===== src/rtl/word_match_if.sv =====
// Character-stream bus between the word source and word_match_generator.
// The master offers target and guess characters; the slave reports readiness
// and the per-guess match flags.
interface word_match_if #(
  parameter int CHAR_W = 8
);
  logic              tgt_valid;
  logic [CHAR_W-1:0] tgt_char;
  logic              guess_valid;
  logic [CHAR_W-1:0] guess_char;
  logic              in_ready;
  logic              target_loaded;
  logic              result_valid;
  logic              full_match;
  logic              first_half;
  logic              second_half;
  logic              flag;

  modport master (
    output tgt_valid, tgt_char, guess_valid, guess_char,
    input  in_ready, target_loaded, result_valid,
           full_match, first_half, second_half, flag
  );

  modport slave (
    input  tgt_valid, tgt_char, guess_valid, guess_char,
    output in_ready, target_loaded, result_valid,
           full_match, first_half, second_half, flag
  );
endinterface


===== src/rtl/word_match_generator.sv =====
// Serial word comparator: stores a target word one character at a time, then
// compares guess words against it and reports full/half matches plus a
// first-attempt flag with a one-cycle result strobe.
module word_match_generator #(
  parameter int CHARS  = 8,
  parameter int CHAR_W = 8
) (
  input  logic        i_clk,
  input  logic        i_rst,
  word_match_if.slave bus
);
  localparam int IDX_W = $clog2(CHARS);
  localparam logic [IDX_W-1:0] LAST_IDX = IDX_W'(CHARS - 1);
  localparam logic [IDX_W-1:0] HALF_IDX = IDX_W'(CHARS / 2);

  typedef enum logic [2:0] {
    S_IDLE,
    S_LOAD,
    S_READY,
    S_COMPARE,
    S_DONE
  } state_t;

  state_t                        r_state;
  state_t                        w_state_next;
  logic [IDX_W-1:0]              r_idx;
  logic [CHARS-1:0][CHAR_W-1:0]  r_tgt;
  logic                          r_miss_lo;
  logic                          r_miss_hi;
  logic                          r_first_attempt;
  logic                          r_target_loaded;
  logic                          r_full_match;
  logic                          r_first_half;
  logic                          r_second_half;
  logic                          r_flag;

  logic                          w_in_ready;
  logic                          w_tgt_wr;
  logic                          w_cmp;
  logic [IDX_W-1:0]              w_cur_idx;
  logic                          w_word_end;
  logic                          w_mismatch;
  logic                          w_miss_lo_new;
  logic                          w_miss_hi_new;

  // Acceptance and datapath strobes shared by the FSM and the registers.
  always_comb begin
    // NOTE: every signal written here gets a default first so no path can
    // leave it unassigned and infer a latch.
    w_in_ready    = (r_state != S_DONE);
    w_tgt_wr      = 1'b0;
    w_cmp         = 1'b0;
    // A word always starts at index 0, whatever r_idx holds on entry.
    w_cur_idx     = (r_state == S_LOAD || r_state == S_COMPARE) ? r_idx : '0;
    w_word_end    = (w_cur_idx == LAST_IDX);
    w_mismatch    = (bus.guess_char != r_tgt[w_cur_idx]);
    // Miss flags restart when a new guess begins from READY.
    w_miss_lo_new = ((r_state == S_READY) ? 1'b0 : r_miss_lo)
                    | (w_mismatch & (w_cur_idx < HALF_IDX));
    w_miss_hi_new = ((r_state == S_READY) ? 1'b0 : r_miss_hi)
                    | (w_mismatch & (w_cur_idx >= HALF_IDX));
    case (r_state)
      S_IDLE, S_LOAD: w_tgt_wr = bus.tgt_valid;
      S_READY: begin
        // Target reload wins over a simultaneous guess character.
        w_tgt_wr = bus.tgt_valid;
        w_cmp    = !bus.tgt_valid && bus.guess_valid;
      end
      S_COMPARE: w_cmp = bus.guess_valid;
      default: ;
    endcase
  end

  // Next-state decode.
  always_comb begin
    w_state_next = r_state;
    case (r_state)
      S_IDLE:    if (w_tgt_wr) w_state_next = S_LOAD;
      S_LOAD:    if (w_tgt_wr && w_word_end) w_state_next = S_READY;
      S_READY: begin
        if (w_tgt_wr)   w_state_next = S_LOAD;
        else if (w_cmp) w_state_next = S_COMPARE;
      end
      S_COMPARE: if (w_cmp && w_word_end) w_state_next = S_DONE;
      S_DONE:    w_state_next = S_READY;
      default:   w_state_next = S_IDLE;
    endcase
  end

  // State register.
  always_ff @(posedge i_clk or posedge i_rst) begin
    // NOTE: sequential state uses non-blocking assignments so every register
    // samples pre-edge values regardless of block ordering.
    if (i_rst) r_state <= S_IDLE;
    else       r_state <= w_state_next;
  end

  // Index counter, target storage, miss tracking and registered result flags.
  always_ff @(posedge i_clk or posedge i_rst) begin
    if (i_rst) begin
      r_idx           <= '0;
      // NOTE: the target store is cleared on reset on purpose; a stale word
      // must never be compared after a reset, even though nothing reads it
      // before a reload.
      r_tgt           <= '0;
      r_miss_lo       <= 1'b0;
      r_miss_hi       <= 1'b0;
      r_first_attempt <= 1'b0;
      r_target_loaded <= 1'b0;
      r_full_match    <= 1'b0;
      r_first_half    <= 1'b0;
      r_second_half   <= 1'b0;
      r_flag          <= 1'b0;
    end else begin
      if (w_tgt_wr || w_cmp)
        r_idx <= w_word_end ? '0 : w_cur_idx + 1'b1;
      if (w_tgt_wr) begin
        r_tgt[w_cur_idx] <= bus.tgt_char;
        r_target_loaded  <= w_word_end;
        if (w_word_end) r_first_attempt <= 1'b1;
      end
      if (w_cmp) begin
        r_miss_lo <= w_miss_lo_new;
        r_miss_hi <= w_miss_hi_new;
        if (w_word_end) begin
          r_first_half    <= !w_miss_lo_new;
          r_second_half   <= !w_miss_hi_new;
          r_full_match    <= !w_miss_lo_new && !w_miss_hi_new;
          r_flag          <= r_first_attempt;
          r_first_attempt <= 1'b0;
        end
      end
    end
  end

  assign bus.in_ready      = w_in_ready;
  assign bus.target_loaded = r_target_loaded;
  assign bus.result_valid  = (r_state == S_DONE);
  assign bus.full_match    = r_full_match;
  assign bus.first_half    = r_first_half;
  assign bus.second_half   = r_second_half;
  assign bus.flag          = r_flag;
endmodule


===== src/flat_wrapper.sv =====
// flat-port wrapper written by rule: the top's interface ports become plain ports
module word_match_generator_flat 
#(
  parameter int CHARS  = 8,
  parameter int CHAR_W = 8
)
  (i_clk, i_rst, bus_tgt_valid, bus_tgt_char, bus_guess_valid, bus_guess_char, bus_in_ready, bus_target_loaded, bus_result_valid, bus_full_match, bus_first_half, bus_second_half, bus_flag);
  word_match_if #(.CHAR_W(CHAR_W)) bus_i ();
  input  logic i_clk;
  input  logic i_rst;
  input wire logic [$bits(bus_i.tgt_valid)-1:0] bus_tgt_valid;
  input wire logic [$bits(bus_i.tgt_char)-1:0] bus_tgt_char;
  input wire logic [$bits(bus_i.guess_valid)-1:0] bus_guess_valid;
  input wire logic [$bits(bus_i.guess_char)-1:0] bus_guess_char;
  output wire logic [$bits(bus_i.in_ready)-1:0] bus_in_ready;
  output wire logic [$bits(bus_i.target_loaded)-1:0] bus_target_loaded;
  output wire logic [$bits(bus_i.result_valid)-1:0] bus_result_valid;
  output wire logic [$bits(bus_i.full_match)-1:0] bus_full_match;
  output wire logic [$bits(bus_i.first_half)-1:0] bus_first_half;
  output wire logic [$bits(bus_i.second_half)-1:0] bus_second_half;
  output wire logic [$bits(bus_i.flag)-1:0] bus_flag;
  assign bus_i.tgt_valid = bus_tgt_valid;
  assign bus_i.tgt_char = bus_tgt_char;
  assign bus_i.guess_valid = bus_guess_valid;
  assign bus_i.guess_char = bus_guess_char;
  assign bus_in_ready = bus_i.in_ready;
  assign bus_target_loaded = bus_i.target_loaded;
  assign bus_result_valid = bus_i.result_valid;
  assign bus_full_match = bus_i.full_match;
  assign bus_first_half = bus_i.first_half;
  assign bus_second_half = bus_i.second_half;
  assign bus_flag = bus_i.flag;
  word_match_generator #(.CHARS(CHARS), .CHAR_W(CHAR_W)) u_core (.i_clk(i_clk), .i_rst(i_rst), .bus(bus_i));
endmodule

===== config.mk =====
export PLATFORM = sky130hd
export DESIGN_NAME = word_match_generator_flat
export DESIGN_NICKNAME = d
export VERILOG_FILES = /design/src/rtl/word_match_if.sv /design/src/rtl/word_match_generator.sv /design/src/flat_wrapper.sv
export SDC_FILE = /design/constraint.sdc
export NUM_CORES = 1
export LEC_CHECK = 0
export BUFFER_PORTS_ARGS = -buffer_cell sky130_fd_sc_hd__buf_4
export CAP_MARGIN = 20
export CORE_MARGIN = 3
export CORE_UTILIZATION = 48
export DETAILED_ROUTE_END_ITERATION = 10
export GPL_ROUTABILITY_DRIVEN = 0
export GPL_TIMING_DRIVEN = 0
export MAX_ROUTING_LAYER = met4
export PLACE_DENSITY = 0.7
export SLEW_MARGIN = 0
export SYNTH_ARGS = -nofsm -noshare
export SYNTH_HDL_FRONTEND = slang
export SYNTH_SLANG_ARGS = --single-unit

===== constraint.sdc =====
create_clock -name i_clk -period 4.8 [get_ports i_clk]
set_input_delay 0.96 -clock i_clk [delete_from_list [all_inputs] [get_ports i_clk]]
set_output_delay 0.96 -clock i_clk [all_outputs]
set_load 0.05 [all_outputs]

==> Yosys cells after proc, flatten, opt, wreduce, memory -nomap -nowiden <==
Index checks and enable logic that the tools add are counted.
{ "totals": {"ram_bits": 0, "in_bits": 20, "word_cells": 73, "ff_bits": 78, "output_inout_bits": 7, "memories": 0, "latch_bits": 0, "mem_bits_ro": 0} }
{ "classes": {"n_addsub": 1, "n_eq_ne": 11, "bitwise_logic": 4, "n_reduce_logical": 14, "mul": 0, "shifts": 0, "n_lt_le_gt_ge": 4, "mux": 21, "div_mod_pow": 0} }
{ "ops": {"columns": ["operator", "n"], "rows": [
  ["$bwmux W64", 1],
  ["$bmux W8 S3", 1],
  ["$demux W8 S3", 1],
  ["$mux W3", 7],
  ["$mux W8", 2],
  ["$pmux W3 S5", 1],
  ["$ne A8 B8 Y1", 1],
  ["$mux W1", 7],
  ["$eq A3 B2 Y1 const B", 2],
  ["$eq A3 B3 Y1 const B", 2],
  ["$logic_and A1 B1 Y1", 5],
  ["$lt A3 B4 Y1 const B", 1],
  ["$ne A2 B2 Y1 const B", 2],
  ["$reduce_and A4 Y1", 1],
  ["$add A3 B1 Y3 const B", 1],
  ["$eq A3 B1 Y1 const B", 1],
  ["$ge A3 B1 Y1 const B", 1],
  ["$ge A3 B3 Y1 const B", 1],
  ["$logic_not A1 Y1", 3],
  ["$logic_not A3 Y1", 1],
  ["$lt A3 B3 Y1 const B", 1],
  ["$ne A3 B1 Y1 const B", 1],
  ["$ne A3 B3 Y1 const B", 1],
  ["$reduce_or A3 Y1", 1],
  ["6 further kinds", 9]
]} }

==> Depth between registers and ports, before layout <==
Gate-level depths: netlist of run 1.
{ "logic_depth": {"word_depth": 10, "depth_mapped": 12, "depth_no_buf": 9} }

==> Least setup slack after synthesis of run 1 <==
OpenSTA, ideal clock, no wires.
{ "synth_path": {"kind": "input to register", "from": "input port bus_tgt_valid", "to": "register u_core.r_tgt[32] (netlist bit)", "arrival_time_ns": 2.423, "slack_ns": 2.252, "required_ns": 4.675, "path_buffers": 1, "cell_stages": 5, "path_cell_list": "nand2_1 > or2_2 > clkbuf_1 > nor4_2 > mux2_2"} }
{ "synth_via": {"elab_chain_len": 1} }
{ "synth_lines": {"columns": ["item", "line", "source"], "rows": [
  ["from (decl)", "flat_wrapper.sv:11", "input wire logic [$bits(bus_i.tgt_valid)-1:0] bus_tgt_valid;"],
  ["$mux W1", "word_match_generator.sv:62", "case (r_state)"],
  ["to (signal, indexed assignment)", "word_match_generator.sv:118", "r_tgt[w_cur_idx] <= bus.tgt_char;"],
  ["to (decl)", "word_match_generator.sv:27", "logic [CHARS-1:0][CHAR_W-1:0] r_tgt;"]
]} }
Every way passes these cells.
A chain may end at the register's enable or synchronous reset.

==> Worst setup path after layout of run 1 <==
{ "layout_path": {"from": "register u_core.r_state[2]", "to": "register u_core.r_miss_lo"} }
{ "layout_via": {"elab_chain_len": 8} }
{ "layout_lines": {"columns": ["item", "line", "source"], "rows": [
  ["from (decl)", "word_match_generator.sv:24", "state_t r_state;"],
  ["from (signal assigned)", "word_match_generator.sv:95", "else r_state <= w_state_next;"],
  ["$eq A3 B1 Y1 or $eq A3 B2 Y1 (tied branches)", "word_match_generator.sv:54, word_match_generator.sv:62", null],
  ["$logic_or A1 B1 Y1", "word_match_generator.sv:54", "w_cur_idx = (r_state == S_LOAD || r_state == S_COMPARE) ? r_idx : '0;"],
  ["$mux W3", "word_match_generator.sv:54", null],
  ["$bmux W8 S3", "word_match_generator.sv:56", "w_mismatch = (bus.guess_char != r_tgt[w_cur_idx]);"],
  ["$mux W8 (implied by the code)", "word_match_generator.sv:56", null],
  ["$ne A8 B8 Y1", "word_match_generator.sv:56", null],
  ["$and A1 B1 Y1", "word_match_generator.sv:59", "| (w_mismatch & (w_cur_idx < HALF_IDX));"],
  ["$or A1 B1 Y1", "word_match_generator.sv:59", null],
  ["to (signal assigned)", "word_match_generator.sv:123", "r_miss_lo <= w_miss_lo_new;"],
  ["to (decl)", "word_match_generator.sv:28", "logic r_miss_lo;"]
]} }
Parallel ways exist; a longest one is shown, timed or not. The select of a mux whose other input is x is not followed.

==> impl_metrics.csv, run 1 <==
group,metric,value,unit
drt,dr.pass1.iters,4,
worst_setup_path,crit_required,5050,ps
worst_setup_path,path_max_fanout,10,
worst_setup_path,cpLargestDelayFamily,"simple AND/OR/NAND/NOR gates",
logic_synthesis,synthMostInstantiatedCell,"sky130_fd_sc_hd__dfrtp_1",
layout,design.final.nets,368,
pwr,ir_drop,0.304,mV
worst_setup_path,worst-setup-path-type,"flop to flop",
logic_synthesis,synthTopCellsByArea,"sky130_fd_sc_hd__dfrtp_1, sky130_fd_sc_hd__mux2_2, sky130_fd_sc_hd__mux4_2",
timing,post-route-min-period,3020,ps
clocking,clk_path_buf_depth,2,
drt,finalWirelength,8530,um
logic_synthesis,synth_top_cell_area_share,51.8,%
drt,detail_route.wl_per_cell,19.0,um
global_routing,antenna_found_initial,0,
layout,layout-area-overhead-vs-synth,14.0,%
floorplan,ioPinCount,27,
job,drv_cap,0,
placement,dp.cells,434,
status,outcome,"finished, final reports clean",
worst_setup_path,setup.worst_path.start_class,"flop",
floorplan,chipWidth,94.6,um
worst_hold_path,hold_class,"flop to flop",
logic_synthesis,net_count_synth,328,
timing,final-hold-violation-count,0,
floorplan,num_rows,31,
layout,filler_cell_count,666,
logic_synthesis,number_of_synthesized_flops_with_an_enable_pin,0,
floorplan,floorplan.die.height,94.6,um
global_routing,first_pass_grt_wire_length,14100,um
logic_synthesis,synth_seq_cells,78,
worst_setup_path,cell_by_cell_listing_of_the_critical_path,"buf_2, nand3b_1, buf_1, nor2_1, nand3_1, nand4_1, xnor2_1, nor4_2, nand4_2, a32o_1",
worst_setup_path,setup.worst_path.end_class,"flop",
global_routing,grt_start_max_net_pins,58,
global_routing,first_global_vias,2746,
worst_setup_path,timing.critical_path.slowest_stage_cell,"sky130_fd_sc_hd__buf_1",
clocking,cts.sink_count,78,
worst_setup_path,timing.critical_path.arrival,3270,ps
logic_synthesis,synth.distinct_cells,47,
pwr,p_leak,0.00188,uW
timing,report.final.slew_viol_count,0,
floorplan,start_util,50.6,%
timing,final-setup-viol-count,0,
timing,fin_tns_setup,0,ps
layout,final_core_utilization,57.7,%
clocking,post-cts-setup-buffers,0,
clocking,clk_latency,360,ps
clocking,numCtsBuffers,9,
drt,remaining_drc_errors,0,
logic_synthesis,syn_avg_cell_area,12.3,um2
global_routing,grt_use_total,21.6,%
logic_synthesis,ys_top_cells_by_count,"sky130_fd_sc_hd__dfrtp_1, sky130_fd_sc_hd__mux2_2, sky130_fd_sc_hd__nand2_1, sky130_fd_sc_hd__nor2_1, sky130_fd_sc_hd__nand3_1",
timing,timing.max_slew.rel_slack,31.9,%
clocking,cts.htree.levels,3,
timing,fmaxAchievable,331,MHz
layout,final-instance-count-excl-fill,449,
clocking,path_clk_slew,80,ps
placement,port_buffers,26,
logic_synthesis,syn-instance-count,306,
layout,layout-drive-gt1-share,38.0,%
drt,number_of_nets_still_failing_antenna_checks_after_routing,0,
worst_setup_path,critical_path.n_buffers_inverters,2,
timing,max_slew.worst_pin.slew,1020,ps
floorplan,die-area,8950,um2
clocking,clock-root-buffer,"sky130_fd_sc_hd__clkbuf_8",
timing,grt_setup_unrepaired,"false",
logic_synthesis,synth_sequential_area_ratio,51.8,%
logic_synthesis,yosysWarningCount,0,
layout,antenna_cells,0,
pwr,powerDensity,693,nW/um2
logic_synthesis,yosys_most_used_dff,"sky130_fd_sc_hd__dfrtp_1",
timing,timing.clock.skew,8.18,ps
drt,via_count,2610,
clocking,tritoncts,"yes",
drt,first_iter_violations,178,
worst_setup_path,crit_path_max_incr_delay,500,ps
placement,detailedPlacementHpwl,5780,um
clocking,ctsHoldBuffers,0,
global_routing,overflow,0,
floorplan,coreArea,7450,um2
clocking,post_cts_resized,0,
logic_synthesis,netlist_area,3770,um2
drt,routed_via_density,5.81,
logic_synthesis,synthDominantAreaCellType,"sky130_fd_sc_hd__dfrtp_1",
timing,final.period_utilization,62.9,%
logic_synthesis,synthArstFlopShare,100,%
-- worst paths after layout --
kind | from | endpoint | slack, ps | cells past startpoint
worst max-delay path | u_core.r_state[2] | u_core.r_miss_lo | 1780 | 10
worst min-delay path | u_core.bus.flag | u_core.bus.flag | 480 | 2
worst max register to register | u_core.r_state[2] | u_core.r_miss_lo | 1780 | 10
worst min register to register | u_core.bus.flag | u_core.bus.flag | 480 | 2
max in group asynchronous | i_rst | u_core.r_tgt[34] | 3670 | 3
min in group asynchronous | i_rst | u_core.bus.second_half | 560 | 2
-- per-stage QoR --
stage	power, uW	hold slack, ps	area [um2]	setup WS (ps)
after CTS	2990	482	4290	1810
after global routing	3180	521	4290	1650
final	2980	478	4290	1780
after global placement	2500	459	4090	901
after floorplan	2190	440	3770	1840
after detailed placement	2550	463	4130	1690
-- worst min-delay path, stage by stage, from the launching register on --
cell and delay, ps:
sky130_fd_sc_hd__dfrtp_1 350, sky130_fd_sc_hd__nand2_1 50, sky130_fd_sc_hd__nand2_1 50
-- cells in the final DEF, fill, tap and decap left out, drive strengths merged, types with 3 or more instances in the layout --
cell type,synthesis,final
dfrtp,78,78
mux2,68,68
buf,6,35
nand2,28,28
nor2,20,20
clkbuf,7,16
nand3,11,11
o21ai,10,10
inv,7,7
mux2i,6,6
a21oi,6,6
o22ai,6,6
mux4,5,5
nand3b,5,5
clkinv,0,5
nor4,3,3
a32oi,3,3
xnor2,3,3
xor2,3,3
a32o,3,3
nor3,3,3
-- cell type report --
cell class,instances,area [um2],share of cell area (%)
buffer,13,63.8,1.49
multi-input combinational,208,1720,40.1
timing repair buffer,29,238,5.54
sequential,78,1950,45.5
clock buffer,9,124,2.88
inverter,7,31.3,0.728
clock inverter,6,40.0,0.932
tap,99,124,2.88
-- report_power, final --
group | total [uW] | switching [uW] | internal, uW
sequential | 1130 | 160 | 968
clock | 433 | 250 | 184
combinational | 1420 | 754 | 661
total | 2980 | 1160 | 1810
-- flip-flops by register name, summed over array words and instances, names as in the netlist --
register,cells
u_core.bus.flag,1
u_core.r_miss_lo,1
u_core.r_state,3
u_core.bus.target_loaded,1
u_core.bus.full_match,1
u_core.bus.second_half,1
u_core.r_miss_hi,1
u_core.bus.first_half,1
u_core.r_tgt,64
u_core.r_first_attempt,1
u_core.r_idx,3
-- cells by family after synthesis --
| logic type | count (synthesis) | share of synthesized area (%) |
|---|---|---|
| flops | 78 | 51.8 |
| mux | 79 | 24.9 |
| fa+ha+maj | 2 | 0.664 |
| compound gates | 41 | 7.34 |
| buf+inv | 20 | 2.46 |
| simple gates | 80 | 11.4 |
| xor+xnor | 6 | 1.40 |
-- per-layer routing --
metal	track usage, %	vias up	share of wire (%)
li1	-	1188	-
met4	10.1	0	3.0
met1	27.0	1333	43
met3	3.11	18	5.1
met5	-	-	0
met2	35.0	71	49
Power figures use the tool's default switching activity.
==> inputs of run 2 (changes only) <==
clock period = 2.9 ns   (was 4.8 ns; I/O delays follow)
==> impl_metrics.csv, run 2 (synthesized netlist as in run 1, its figures left out) <==
group,metric,value,unit
layout,layout-drive-gt1-share,39.3,%
global_routing,grt_use_total,21.6,%
worst_setup_path,worst-setup-path-type,"flop to flop",
layout,top_register,"u_core.r_tgt",
drt,remaining_drc_errors,0,
floorplan,floorplan.die.height,94.6,um
timing,hold_slack,182,ps
layout,filler_cell_count,664,
clocking,tritoncts,"yes",
floorplan,start_util,50.6,%
drt,detail_route.wl_per_cell,18.9,um
drt,number_of_nets_still_failing_antenna_checks_after_routing,0,
layout,antenna_cells,0,
clocking,path_clk_slew,80,ps
drt,finalWirelength,8500,um
timing,final-setup-viol-count,0,
worst_setup_path,timing.critical_path.arrival,3000,ps
worst_setup_path,setup.worst_path.start_class,"flop",
clocking,ctsHoldBuffers,0,
layout,largest_register_ff_count,64,
clocking,clock-root-buffer,"sky130_fd_sc_hd__clkbuf_8",
timing,grt_setup_unrepaired,"false",
timing,max_slew.worst_pin.slew,985,ps
placement,detailedPlacementHpwl,5780,um
clocking,numCtsBuffers,9,
layout,top_regs,"u_core.r_tgt (64), u_core.r_idx (3), u_core.r_state (3)",
floorplan,num_rows,31,
global_routing,grt_start_max_net_pins,58,
clocking,clk_latency,350,ps
drt,via_count,2595,
layout,layout.cells.most_common,"sky130_fd_sc_hd__dfrtp_1",
status,outcome,"finished, final reports clean",
floorplan,ioPinCount,27,
worst_setup_path,path_max_fanout,10,
drt,first_iter_violations,147,
global_routing,first_pass_grt_wire_length,14100,um
timing,report.final.slew_viol_count,0,
worst_hold_path,hold_class,"input port to asynchronous set/reset pin",
job,drv_cap,0,
timing,final-hold-violation-count,0,
timing,timing.clock.skew,8.04,ps
layout,post_route_standard_cell_area_excluding_fillers,4320,um2
layout,layout_common_cells,"sky130_fd_sc_hd__dfrtp_1, sky130_fd_sc_hd__mux2_2, sky130_fd_sc_hd__buf_4",
timing,fmaxAchievable,364,MHz
timing,final.period_utilization,94.7,%
layout,design.final.nets,369,
pwr,ir_drop,0.511,mV
clocking,cts.sink_count,78,
timing,timing.max_slew.rel_slack,34.1,%
drt,dr.pass1.iters,4,
layout,layout-area-overhead-vs-synth,14.8,%
floorplan,chipWidth,94.6,um
worst_setup_path,crit_required,3150,ps
placement,postPlaceCellArea,4130,um2
placement,port_buffers,26,
global_routing,first_global_vias,2746,
clocking,cts.htree.levels,3,
clocking,clk_path_buf_depth,2,
drt,routed_via_density,5.77,
global_routing,antenna_found_initial,0,
timing,post-route-min-period,2750,ps
floorplan,coreArea,7450,um2
global_routing,overflow,0,
pwr,powerDensity,1150,nW/um2
pwr,p_leak,0.00190,uW
worst_setup_path,setup.worst_path.end_class,"flop",
floorplan,die-area,8950,um2
==> run 2: cell types whose count changed in the layout (fill, tap and decap cells not counted), sizes merged <==
cell  before  now
buf       35   36
==> run 2: worst paths after layout <==
path	endpoint	start	slack, ps	cells past startpoint
min reg2reg	u_core.bus.flag	u_core.bus.flag	480	2
max reg2reg	u_core.r_miss_lo	u_core.r_idx[0]	150	11
min	u_core.r_miss_hi	i_rst	180	2
min in group i_clk	u_core.bus.flag	u_core.bus.flag	480	2
max in group asynchronous	u_core.r_tgt[52]	i_rst	2140	3
max	u_core.r_miss_lo	u_core.r_idx[0]	150	11
==> run 2: critical path, stage by stage (launching register included) <==
cell and delay [ps]:
sky130_fd_sc_hd__dfrtp_1 360, sky130_fd_sc_hd__buf_8 160, sky130_fd_sc_hd__nand3b_4 110, sky130_fd_sc_hd__inv_6 110, sky130_fd_sc_hd__buf_2 270, sky130_fd_sc_hd__nand2_1 280
sky130_fd_sc_hd__o22ai_1 230, sky130_fd_sc_hd__nor2_1 90, sky130_fd_sc_hd__xor2_1 180, sky130_fd_sc_hd__nor4_4 330, sky130_fd_sc_hd__nand4_2 210, sky130_fd_sc_hd__a32o_1 300
==> run 2: routing by layer <==
metal / track usage (%) / wire, um / vias to the layer above
met5: - / 0 / -
met4: 10.1 / 109 / 0
met3: 3.11 / 478 / 8
met2: 35.0 / 4290 / 62
met1: 27.0 / 3620 / 1329
li1: - / - / 1196
==> run 2: layout make-up <==
class	instances	area [um2]	area share (%)
Buffer	13	71.3	1.65
Clock buffer	9	124	2.87
Clock inverter	6	40.0	0.926
Inverter	7	33.8	0.781
Multi-Input combinational cell	208	1730	40.1
Sequential cell	78	1950	45.2
Tap cell	99	124	2.87
Timing Repair Buffer	30	245	5.67
==> run 2: metrics by stage <==
step	TNS, ps	setup slack, ps	utilization [%]	std cells	total power [uW]
after global routing	0	13.0	58.0	450	5320
after detailed placement	-123	-62.6	55.5	434	4230
after CTS	0	19.2	57.7	449	4950
after global placement	-47860	-619	54.9	431	4130
after floorplan	0	325	-	306	3630
final	0	155	58.0	450	4990
==> run 2: timing repair <==
action | CTS | global route
resized for setup | 2 | 7
buffers inserted | 0 | 1
endpoints found under the setup margin | 2 | 3
pin swaps | 0 | 2
==> run 2: where the power goes <==
group	leakage, uW	internal (uW)	total [uW]	switching (uW)
combinational	0.000856	1130	2400	1280
sequential	0.000956	1600	1870	267
clock	0.0000848	304	715	411
total	0.00190	3030	4990	1950
